===== src/rtl/rv32i_hazard_ctrl.sv =====
// rtl/rv32i_hazard_ctrl.sv - RV32I 5-stage hazard controller: forwarding, stalls, flushes, dmem wait FSM
// Forwarding or RAW interlock, load-use stall, branch flush, dmem wait-state timeout, stall counter.
module rv32i_hazard_ctrl #(
    parameter int REG_AW   = 5,
    parameter int FWD_EN   = 1,
    parameter int WAIT_MAX = 16,
    parameter int CNT_W    = 32
) (
    input  logic              clk,
    input  logic              rst,
    input  logic [REG_AW-1:0] Rs1D,
    input  logic [REG_AW-1:0] Rs2D,
    input  logic [REG_AW-1:0] Rs1E,
    input  logic [REG_AW-1:0] Rs2E,
    input  logic [REG_AW-1:0] RdE,
    input  logic [REG_AW-1:0] RdM,
    input  logic [REG_AW-1:0] RdW,
    input  logic              RegWriteE,
    input  logic              RegWriteM,
    input  logic              RegWriteW,
    input  logic              ResultSrcEb0,
    input  logic              PCSrcE,
    input  logic              imem_valid,
    input  logic              dmem_req,
    input  logic              dmem_ack,
    output logic [1:0]        ForwardAE,
    output logic [1:0]        ForwardBE,
    output logic              StallF,
    output logic              StallD,
    output logic              StallE,
    output logic              StallM,
    output logic              FlushD,
    output logic              FlushE,
    output logic              FlushW,
    output logic              err,
    output logic [CNT_W-1:0]  stall_cnt
);

    localparam int WCW = (WAIT_MAX > 2) ? $clog2(WAIT_MAX) : 1;

    localparam logic [1:0] RUN   = 2'd0;
    localparam logic [1:0] DWAIT = 2'd1;
    localparam logic [1:0] ERR   = 2'd2;

    logic [1:0]     state;
    logic [WCW-1:0] wcnt;
    logic           lu;
    logic           ms;
    logic           memWait;
    logic           inErr;

    function automatic logic regHit(input logic wr, input logic [REG_AW-1:0] rd,
                                    input logic [REG_AW-1:0] rs);
        return wr && (rd != '0) && (rd == rs);
    endfunction

    assign memWait = dmem_req && !dmem_ack;
    assign inErr   = (state == ERR);
    assign ms      = memWait || inErr;

    always_comb begin
        lu = 1'b0;
        if (FWD_EN != 0) begin
            lu = ResultSrcEb0 && (RdE != '0) && ((RdE == Rs1D) || (RdE == Rs2D));
        end else begin
            // Without bypass paths any in-flight writer of a decode source must drain first.
            lu = regHit(RegWriteE, RdE, Rs1D) || regHit(RegWriteE, RdE, Rs2D) ||
                 regHit(RegWriteM, RdM, Rs1D) || regHit(RegWriteM, RdM, Rs2D) ||
                 regHit(RegWriteW, RdW, Rs1D) || regHit(RegWriteW, RdW, Rs2D);
        end
    end

    always_comb begin
        ForwardAE = 2'b00;
        ForwardBE = 2'b00;
        if (!rst && (FWD_EN != 0)) begin
            if (regHit(RegWriteM, RdM, Rs1E))      ForwardAE = 2'b10;
            else if (regHit(RegWriteW, RdW, Rs1E)) ForwardAE = 2'b01;
            if (regHit(RegWriteM, RdM, Rs2E))      ForwardBE = 2'b10;
            else if (regHit(RegWriteW, RdW, Rs2E)) ForwardBE = 2'b01;
        end
    end

    always_comb begin
        StallF = 1'b0;
        StallD = 1'b0;
        StallE = 1'b0;
        StallM = 1'b0;
        FlushD = 1'b0;
        FlushE = 1'b0;
        FlushW = 1'b0;
        if (rst) begin
            FlushD = 1'b1;
            FlushE = 1'b1;
            FlushW = 1'b1;
        end else if (ms) begin
            // Whole pipe freezes; a pending redirect stays in E and is taken after release.
            StallF = 1'b1;
            StallD = 1'b1;
            StallE = 1'b1;
            StallM = 1'b1;
            FlushW = !inErr;
        end else if (PCSrcE) begin
            FlushD = 1'b1;
            FlushE = 1'b1;
        end else if (lu) begin
            StallF = 1'b1;
            StallD = 1'b1;
            FlushE = 1'b1;
        end else if (!imem_valid) begin
            StallF = 1'b1;
            FlushD = 1'b1;
        end
    end

    always_ff @(posedge clk) begin
        if (rst) begin
            state <= RUN;
            wcnt  <= '0;
            err   <= 1'b0;
        end else begin
            case (state)
                RUN: begin
                    if (memWait) begin
                        state <= DWAIT;
                        wcnt  <= WCW'(1);
                    end
                end
                DWAIT: begin
                    if (!memWait) begin
                        state <= RUN;
                        wcnt  <= '0;
                    end else if (wcnt == WCW'(WAIT_MAX - 1)) begin
                        state <= ERR;
                        err   <= 1'b1;
                    end else begin
                        wcnt <= wcnt + WCW'(1);
                    end
                end
                ERR: begin
                    err <= 1'b1;
                end
                default: begin
                    state <= RUN;
                    wcnt  <= '0;
                end
            endcase
        end
    end

    always_ff @(posedge clk) begin
        if (rst) begin
            stall_cnt <= '0;
        end else if (StallF && (stall_cnt != {CNT_W{1'b1}})) begin
            stall_cnt <= stall_cnt + CNT_W'(1);
        end
    end

endmodule


===== config.mk =====
export PLATFORM = sky130hd
export DESIGN_NAME = rv32i_hazard_ctrl
export DESIGN_NICKNAME = d
export VERILOG_FILES = /design/src/rtl/rv32i_hazard_ctrl.sv
export SDC_FILE = /design/constraint.sdc
export NUM_CORES = 1
export LEC_CHECK = 0
export ABC_AREA = 1
export CAP_MARGIN = 10
export CELL_PAD_IN_SITES_DETAIL_PLACEMENT = 1
export CELL_PAD_IN_SITES_GLOBAL_PLACEMENT = 1
export CORE_MARGIN = 2
export CORE_UTILIZATION = 32
export CTS_BUF_LIST = sky130_fd_sc_hd__clkbuf_16
export DETAILED_ROUTE_END_ITERATION = 10
export GPL_ROUTABILITY_DRIVEN = 0
export PLACE_DENSITY_LB_ADDON = 0.1
export SLEW_MARGIN = 0
export SYNTH_ARGS = -nofsm -noshare
export SYNTH_HDL_FRONTEND = slang
export SYNTH_SLANG_ARGS = --single-unit

===== constraint.sdc =====
create_clock -name clk -period 1.9 [get_ports clk]
set_input_delay 0.475 -clock clk [delete_from_list [all_inputs] [get_ports clk]]
set_output_delay 0.475 -clock clk [all_outputs]
set_load 0.1 [all_outputs]

==> metrics.md <==
| Metric | Value |
|---|---|
| Complex-gate fraction of the synthesized area | `0.0847` |
| Net count after synthesis | `515` |
| Final setup fails | `8` |
| Leakage power | `0.00213 µW` |
| Netlist cell types | `29` |
| Sw Share | `0.314` |
| Main combinational cell family by area after synthesis | `simple AND/OR/NAND/NOR gates` |
| Core area | `0.00876 mm²` |
| WL/cell | `between 15 and 20 µm` |
| Simple-Gate Fraction of Synth Area | `0.411` |
| Avg Vias per Cell | `5.18` |
| Worst ir drop on vdd | `327 µV` |
| DRT iter0 DRCs | `131` |
| Post-layout util | `0.606` |
| Row cnt | `34` |
| Clk Latency, worst-skew pair | `approximately 0.28 ns` |
| Crit Reg-Reg Endpoint | `stall_cnt[0]` |
| Die area | `0.00987 mm²` |
| Worst rel slew slack | `0.652` |
| Synth warn | `0` |
| Comb power frac | `0.288` |
| Worst Clk Skew | `0.00428 ns` |
| Peak Freq | `457 MHz` |
| Maxcap violations | `0` |
| Critical Path Sink Type | `output port` |
| Crit path kind | `primary input to output port` |
| Post-Syn Area per Cell | `roughly 6.2 µm²` |
| Worst Path Max Fanout | `2` |
| Int Power | `1580 µW` |
| Vias post-DR | `around 3600` |
| H-tree Lvls | `2` |
| CTS tree | `built` |
| PortBufs | `87` |
| Post-synthesis sequential area ratio | `0.268` |
| Worst setup path start | `Rs2E[4]` |
| CP Capture Point | `ForwardBE[0]` |
| Final worst path period need | `2.19 ns` |
| Share of power burned in registers | `0.359` |
| Endpoints failing hold | `0` |
| Overflow after GRT | `0` |
| Critical Path Start Type | `primary input` |
| Dpl ws | `-0.849 ns` |
| Pin count of the biggest net entering global routing | `25` |
| First-pass detailed-route iteration total | `4` |
| CTS clock-pin slew for the worst setup and hold paths | `0.06 ns` |
| Residual DRC | `0` |
| Cell area after synthesis | `0.00291 mm²` |
| Multiplexer share of the synthesized area | `0` |
| Chip width | `99.4 µm` |
| Share of layout cells above drive strength 1 | `0.422` |
| Violated checks | `negative setup slack` |
| Least-Margin Pin Slew | `approximately 0.52 ns` |
| RSZ-0062 raised after global routing | `yes` |
| Max Slew Vio Count | `0` |
| Post-Synthesis Cells | `468` |
| Final period util | `1.15` |
| I/O Pins | `89` |
| Layout net count | `between 600 and 700` |
| FF-to-FF path depth | `11` |
| Post-Layout Cell Count | `701` |
| Post-synthesis adder-cell area fraction | `0.00860` |
| CTS sink count | `39` |
| WP data arrival | `between 1.5 and 2 ns` |
| Final WS setup | `-0.287 ns` |
| GR Util All Layers | `0.226` |
| Num CTS Buffers | `5` |
| Worst reg2reg startpoint | `stall_cnt[1]` |
| Worst Hold Class | `flip-flop to flip-flop` |
| Reg2Reg Setup Slack | `0.13 ns` |
| Critical Path RT | `approximately 1.4 ns` |
| Pwr dens | `433 mW/mm²` |
| Sw power | `721 µW` |
| First-pass GRT wire length | `18.2 mm` |
| CTS Buffer Depth | `2` |
| Initial Util | `0.332` |
| Final WL | `between 10 and 15 mm` |
| Hpwl dp | `8.06 mm` |
| Clock power frac | `0.354` |
| XOR/XNOR Fraction of Synth Area | `0.138` |
| Dpl cells | `683` |
| Outcome | `complete, but fails checks` |
| Seq cells post-synth | `39` |
| ANT cells | `0` |
| Chip height | `99.4 µm` |
| Detail Route Antenna Nets | `0` |
| Root buffer cell | `clkbuf_16` |
| Vias in the first global route | `about 3900` |
| Initial antenna violation count | `0` |
| Setup TNS | `-1.18 ns` |
| P&R area growth vs syn | `82.5%` |
[placed cells by master (no fill, tap or decap), types with 3 or more instances in the layout]
master / count
nand2_1: 115
buf_12: 46
nor2_1: 44
nand3_1: 38
buf_4: 38
a21oi_1: 34
inv_1: 30
xor2_1: 25
dfxtp_2: 22
buf_6: 20
nand2_2: 17
xnor2_1: 12
nor2_4: 12
inv_2: 12
nor3_1: 11
dfxtp_4: 10
buf_2: 9
buf_8: 9
nand4_1: 7
dfxtp_1: 7
xor2_2: 5
nand2_4: 5
clkbuf_16: 5
or2_4: 4
nor2_2: 4
dlygate4sd2_1: 4
nor3_4: 3
xnor2_2: 3
o21ai_2: 3
nand3_4: 3
o21ai_0: 3
clkbuf_2: 3
[what timing repair did]
action	in CTS	in global routing
setup buffers	6	4
setup endpoints to repair	43	40
pin swaps	51	51
hold buffers	0	0
resized for setup	212	78
[layout make-up]
| cell class | count | area (µm²) |
|---|---|---|
| clock buffers | 5 | 125 |
| clock inverters | 3 | 11.3 |
| fillers | 1034 | 3450 |
| inverters | 44 | 175 |
| multi-input cells | 369 | 2310 |
| flip-flops and latches | 39 | 846 |
| well taps | 108 | 135 |
| repair buffers | 133 | 1700 |
[power groups by stage]
stage	Combinational [µW]	Sequential, µW	Clock, µW
floorplan	246	868	0
global placement	524	844	0
detailed placement	541	844	0
CTS	575	826	818
global route	700	825	854
finish	661	824	813
[cells in the mapped netlist]
master | count | area, µm²
o21ai_0 | 7 | 35.0
nor4_1 | 3 | 18.8
nor3b_1 | 1 | 7.51
xor2_1 | 30 | 263
buf_2 | 6 | 30.0
a21oi_1 | 36 | 180
nand4_4 | 1 | 21.3
o41ai_1 | 1 | 8.76
nand4_1 | 7 | 43.8
nor2_2 | 1 | 6.26
inv_1 | 43 | 161
nand3_2 | 2 | 20.0
o211ai_1 | 2 | 15.0
or2_2 | 4 | 25.0
ha_1 | 2 | 25.0
buf_4 | 1 | 7.51
nor2_4 | 2 | 22.5
clkbuf_1 | 6 | 22.5
nand3b_1 | 2 | 15.0
inv_2 | 1 | 3.75
dfxtp_1 | 39 | 781
buf_6 | 3 | 33.8
nor3_1 | 16 | 80.1
a211oi_1 | 1 | 7.51
nor2_1 | 57 | 214
nand2_2 | 1 | 6.26
nand2_1 | 136 | 510
xnor2_1 | 16 | 140
nand3_1 | 41 | 205
[registers in the layout (all words and copies together), names as in the netlist]
name and flops:
wcnt 4, state 2, stall_cnt 32, err 1
[cells by family after synthesis]
family | count (synthesis)
AO/OA/AOI/OAI | 47
XOR/XNOR | 46
adder cells (fa/ha/maj) | 2
buffers and inverters | 60
flip-flops | 39
AND/OR/NAND/NOR | 274
[worst max-delay path, stage by stage]
cell and delay (ns):
buf_2 0.12, buf_6 0.11, xor2_2 0.15, nor3_2 0.23, o211ai_1 0.19, nor3_4 0.22
buf_12 0.21
[worst min path at each step]
stage	start	to	cells after the start
after global placement	wcnt[2]	wcnt[2]	2
after detailed placement	wcnt[1]	wcnt[1]	2
after global routing	wcnt[1]	wcnt[1]	2
after floorplan	wcnt[2]	wcnt[2]	2
after CTS	wcnt[1]	wcnt[1]	2
final	wcnt[1]	wcnt[1]	2
[routing by layer]
metal  wire length (µm)  track usage
met4                330       0.0832
met1               4750        0.255
met5                  0            0
met3                612       0.0541
met2               6440        0.412
[per-stage QoR]
step                      hold WS, ns  power [µW]  area [µm²]
after floorplan                 0.448        1110        3090
after global placement          0.463        1370        4730
after detailed placement        0.480        1380        4730
after CTS                       0.488        2220        5020
after global routing            0.528        2380        5310
final                           0.494        2300        5310
Power figures use the tool's default switching activity.
